`src/rtl/alu_fpu_seq.sv`:
```
// alu_fpu_seq: issue sequencer that stalls the pipeline for the latency of multi-cycle FP ops and flags result write-back; optional perf counters under macro ALU_SEQ_PERF_EN
module alu_fpu_seq #(
  parameter int CNT_W     = 4,
  parameter int LAT_CMP   = 1,
  parameter int LAT_ARITH = 2,
  parameter int LAT_DIV   = 3
) (
  input  logic             clk,
  input  logic             rst,
  input  logic             issue_valid,
  input  logic [6:0]       aluctl,
  input  logic             flush_in,
  output logic             issue_ready,
  output logic             alu_nstall,
  output logic             res_valid,
  output logic             busy,
  output logic [CNT_W-1:0] res_lat,
  output logic [31:0]      stall_cycles,
  output logic [31:0]      fp_ops
);
  typedef enum logic {IDLE, WAIT} state_t;
  state_t state, state_nx;
  logic [CNT_W-1:0] cnt, cnt_nx, lat;
  logic accept, unused_ok;
  assign unused_ok = aluctl[6];
  always_comb begin
    case (aluctl[5:0])
      6'b010000, 6'b010001, 6'b010010, 6'b010100: lat = CNT_W'(LAT_ARITH);
      6'b010011:                                  lat = CNT_W'(LAT_DIV);
      6'b010110, 6'b010111, 6'b011001, 6'b011010: lat = CNT_W'(LAT_CMP);
      default:                                    lat = '0;
    endcase
  end
  assign accept      = issue_valid & (state == IDLE) & ~flush_in;
  assign issue_ready = rst | (state == IDLE);
  assign busy        = ~rst & (state == WAIT);
  always_comb begin
    state_nx   = state;
    cnt_nx     = cnt;
    alu_nstall = 1'b1;
    res_valid  = 1'b0;
    if (state == IDLE) begin
      res_valid  = accept & (lat == '0);
      alu_nstall = ~(accept & (lat != '0));
      if (accept && lat != '0) begin
        state_nx = WAIT;
        cnt_nx   = lat - 1'b1;
      end
    end else begin
      alu_nstall = flush_in | (cnt == '0);
      res_valid  = ~flush_in & (cnt == '0);
      if (flush_in || cnt == '0) state_nx = IDLE;
      else cnt_nx = cnt - 1'b1;
    end
    if (rst) begin
      alu_nstall = 1'b1;
      res_valid  = 1'b0;
    end
  end
  always_ff @(posedge clk) begin
    if (rst) begin
      state   <= IDLE;
      cnt     <= '0;
      res_lat <= '0;
    end else begin
      state <= state_nx;
      cnt   <= cnt_nx;
      if (accept) res_lat <= lat;
    end
  end
`ifdef ALU_SEQ_PERF_EN
  always_ff @(posedge clk) begin
    if (rst) begin
      stall_cycles <= '0;
      fp_ops       <= '0;
    end else begin
      if (!alu_nstall && stall_cycles != '1) stall_cycles <= stall_cycles + 1'b1;
      if (accept && aluctl[5:4] == 2'b01 && fp_ops != '1) fp_ops <= fp_ops + 1'b1;
    end
  end
`else
  assign stall_cycles = '0;
  assign fp_ops       = '0;
`endif
endmodule
```
`config.mk`:
```
export PLATFORM = sky130hd
export DESIGN_NAME = alu_fpu_seq
export DESIGN_NICKNAME = d
export VERILOG_FILES = /design/src/rtl/alu_fpu_seq.sv
export SDC_FILE = /design/constraint.sdc
export NUM_CORES = 1
export LEC_CHECK = 0
export ABC_AREA = 1
export CAP_MARGIN = 5
export CORE_MARGIN = 2
export CORE_UTILIZATION = 30
export DETAILED_ROUTE_END_ITERATION = 10
export GPL_TIMING_DRIVEN = 0
export HOLD_SLACK_MARGIN = 0.05
export PLACE_DENSITY_LB_ADDON = 0.25
export SLEW_MARGIN = 10
export SYNTH_ARGS = -nofsm -noshare
export SYNTH_HDL_FRONTEND = slang
export SYNTH_SLANG_ARGS = --single-unit
```
`constraint.sdc`:
```
create_clock -name clk -period 1.7 [get_ports clk]
set_input_delay 0.17 -clock clk [delete_from_list [all_inputs] [get_ports clk]]
set_output_delay 0.17 -clock clk [all_outputs]
set_load 0.005 [all_outputs]
```
==> run_results.csv, run 1 <==
group,metric,value,unit
timing,fin_worst_skew,0.0002740,ns
setup_path,cp-end-kind,"primary output",
routing,drc_errors,0,
layout,layout_commonest_cell,"buf_4",
setup_path,cpMostUsedCell,"nor2_4",
setup_path,worst-path-buf-inv,3,
routing,firstDrtPassIters,3,
timing,rsz0062_at_grt,"no",
setup_path,crit_chain,"clkdlybuf4s50_1, inv_2, nor2_4, nand3_4, nor2_4, nor2_4, nand2_4, nand2_2, clkdlybuf4s15_2",
synth,synth_cells,140,
routing,viasPerCell,3.091,
floorplan,initial_utilization,0.3084,
clocking,cts_buffer_depth,2,
synth,syn_area,1021,um2
setup_path,cp.arrival,1.43,ns
layout,post-route-cell-area,1572,um2
setup_path,slowest_delay,0.47,ns
layout,syn2layout_area_growth,53.92,%
layout,layout_common_cells,"buf_4 (70), conb_1 (66), nand2_1 (13)",
floorplan,ios,83,
clocking,clk_pin_slew,0.05,ns
clocking,cts.sinks,7,
floorplan,die_h,62.34,um
synth,avgSynthCellArea,7.293,um2
synth,synth_top_cell_area_share,0.4853,
clocking,cts_buffers,3,
setup_path,worstSetupStartpointType,"primary input",
setup_path,worstPathRequired,1.53,ns
floorplan,dieArea,3886,um2
timing,maxSlewViolCount,0,
grt,grt_max_degree,7,
routing,drt.antenna.violating_nets,0,
setup_path,path_class,"primary input to primary output",
synth,synth_area_leaders,"buf_4 (49%), dfxtp_1 (14%), nand2_1 (6.3%), ha_1 (3.7%), nor2_4 (3.3%)",
placed_design,numPortBuffers,15,
clocking,cts_tree,"built",
placed_design,routabilityCongestion,0.7504,
pwr,p_leak,0.9315,nW
timing,layout_min_cycle_time,1.602,ns
timing,setup_viol,0,
timing,setup-tns-final,0,ns
placed_design,dp_hpwl,1519,um
clocking,cts_hold_buffers,0,
placed_design,place_area,1473,um2
synth,ys_seq_elements,7,
grt,grt_pass1_wl,2746,um
synth,yosysWarnings,0,
setup_path,cp_slowest_cell,"clkdlybuf4s50_1",
grt,first_global_vias,677,
run_status,status,"completed",
pwr,power_density,363.8,nW/um2
grt,antenna_found_initial,0,
min_path,hold_path_class,"primary input to register",
synth,synth_area_leader_cell,"buf_4",
timing,min_period_over_period,0.9426,
setup_path,cp_top_family,"buffers and inverters",
layout,n_antenna_cell,0,
clocking,htreeDepth,1,
timing,hold_viol,0,
routing,vias,847,
setup_path,critPathMaxFanout,4,
clocking,cts-root-buf,"clkbuf_4",
grt,grt.total_usage,0.08610,
grt,grt_overflow,0,
synth,synth.yosys.seq_area_share,0.1373,
synth,ys_types,22,
timing,clock.fmax,624.1,MHz
routing,routed_wl,1819,um
routing,drt_iter0_drc,10,
floorplan,design.core.area,3311,um2
layout,fill_cells,362,
flow_run,cap_violations,0,
clocking,insertion_delay,0.25,ns
routing,wire_per_inst,6.639,um
layout,final_layout_size_suffix_gt1_frac,0.4518,
floorplan,die_w,62.34,um
layout,fin_nets,243,
floorplan,row_count,21,
pwr,ir_drop,0.1659,mV
[state kept, by name (all words and copies together) (netlist names)]
register  count
state         1
res_lat       2
cnt           4
[routing by layer]
layer  vias up  track usage  wire length [um]
li1        474            -                 -
met5         -            0                 0
met2        36       0.1644               946
met1       337      0.08508               686
met4         0      0.01667                 0
met3         0      0.03986               186
[final timing paths]
kind / startpoint / depth (start not counted) / slack, ns / end
setup / recovery: aluctl[4] / 9 / 0.1 / alu_nstall
hold / removal: rst / 2 / 0.26 / cnt[2]$_SDFFE_PP0P_
setup reg to reg: state$_SDFF_PP0_ / 7 / 0.33 / cnt[2]$_SDFFE_PP0P_
hold reg to reg: res_lat[0]$_SDFFE_PP0P_ / 2 / 0.47 / res_lat[0]$_SDFFE_PP0P_
[synthesized netlist by cell type]
cell	number
nand2_2	2
or2_0	1
nand2_4	2
o21ai_1	1
dfxtp_1	7
a21oi_2	2
nor2_4	3
nor2_1	5
nand4_1	1
buf_4	66
conb_1	1
nor2_2	4
a21oi_1	3
nand3_2	2
nand4_2	1
nand2_1	17
xnor2_1	1
o21ai_0	1
inv_2	4
inv_1	7
nand3_1	6
ha_1	3
[power by group]
group / switching, mW / internal [mW] / total, mW
Clock: 0.0610 / 0.0896 / 0.151
Combinational: 0.108 / 0.143 / 0.250
Sequential: 0.00291 / 0.168 / 0.171
Total: 0.172 / 0.400 / 0.572
[final cells by class]
class | count | area [um2] | share of cell area
Timing Repair Buffer | 19 | 176.4 | 0.1123
Tap cell | 46 | 57.56 | 0.03662
Multi-Input combinational cell | 121 | 634.4 | 0.4037
Clock buffer | 4 | 26.28 | 0.01672
Buffer | 66 | 495.5 | 0.3153
Sequential cell | 7 | 140.1 | 0.08917
Inverter | 11 | 41.29 | 0.02627
[logic make-up (layout without fill, tap and decap cells)]
group / count (synthesis) / in the layout / synth area share
flip-flops: 7 / 7 / 0.1373
XOR/XNOR: 1 / 1 / 0.008580
other: 1 / 66 / 0.003673
AND/OR/NAND/NOR: 44 / 44 / 0.2463
buffers and inverters: 77 / 100 / 0.5257
adder cells (fa/ha/maj): 3 / 3 / 0.03677
AO/OA/AOI/OAI: 7 / 7 / 0.04166
[metrics by stage]
step	util	setup WS, ns	hold WS, ns	instances	power (mW)
after CTS	0.4701	0.01800	0.4681	273	0.5686
after global routing	0.4747	0.007846	0.2757	274	0.6182
after detailed placement	0.4448	-0.4722	0.4608	266	0.4041
after global placement	0.4448	-0.4901	0.4580	266	0.4041
final	0.4747	0.09758	0.2624	274	0.5718
after floorplan	-	0.2560	0.2324	205	0.3644
[what timing repair did]
action                     in CTS  in global routing
setup buffers                   3                  1
resized for setup              18                  2
pin swaps                       6                  1
setup endpoints to repair       4                  2
gates cloned                    0                  0
[worst register-to-register path, delay by kind of cell, from the launching register on]
family                     cells  cell delay, ns
xor gates and xnor gates       1            0.11
and+or+nand+nor                3            0.40
DFF                            1            0.42
buffers and inverters          1            0.10
adders and majority gates      1            0.19
AOI/OAI and AO/OA              1            0.09
No activity file was read; power rests on OpenSTA's default activity.
==> run 2: changes to the inputs <==
--- a/config.mk
+++ b/config.mk
@@ -6,7 +6,7 @@
 export NUM_CORES = 1
 export LEC_CHECK = 0
 export ABC_AREA = 1
-export CAP_MARGIN = 5
+export CAP_MARGIN = 10
 export CORE_MARGIN = 2
 export CORE_UTILIZATION = 30
 export DETAILED_ROUTE_END_ITERATION = 10
==> results of run 2 <==
The final DEF is identical to that of run 1; final timing and power are the same.
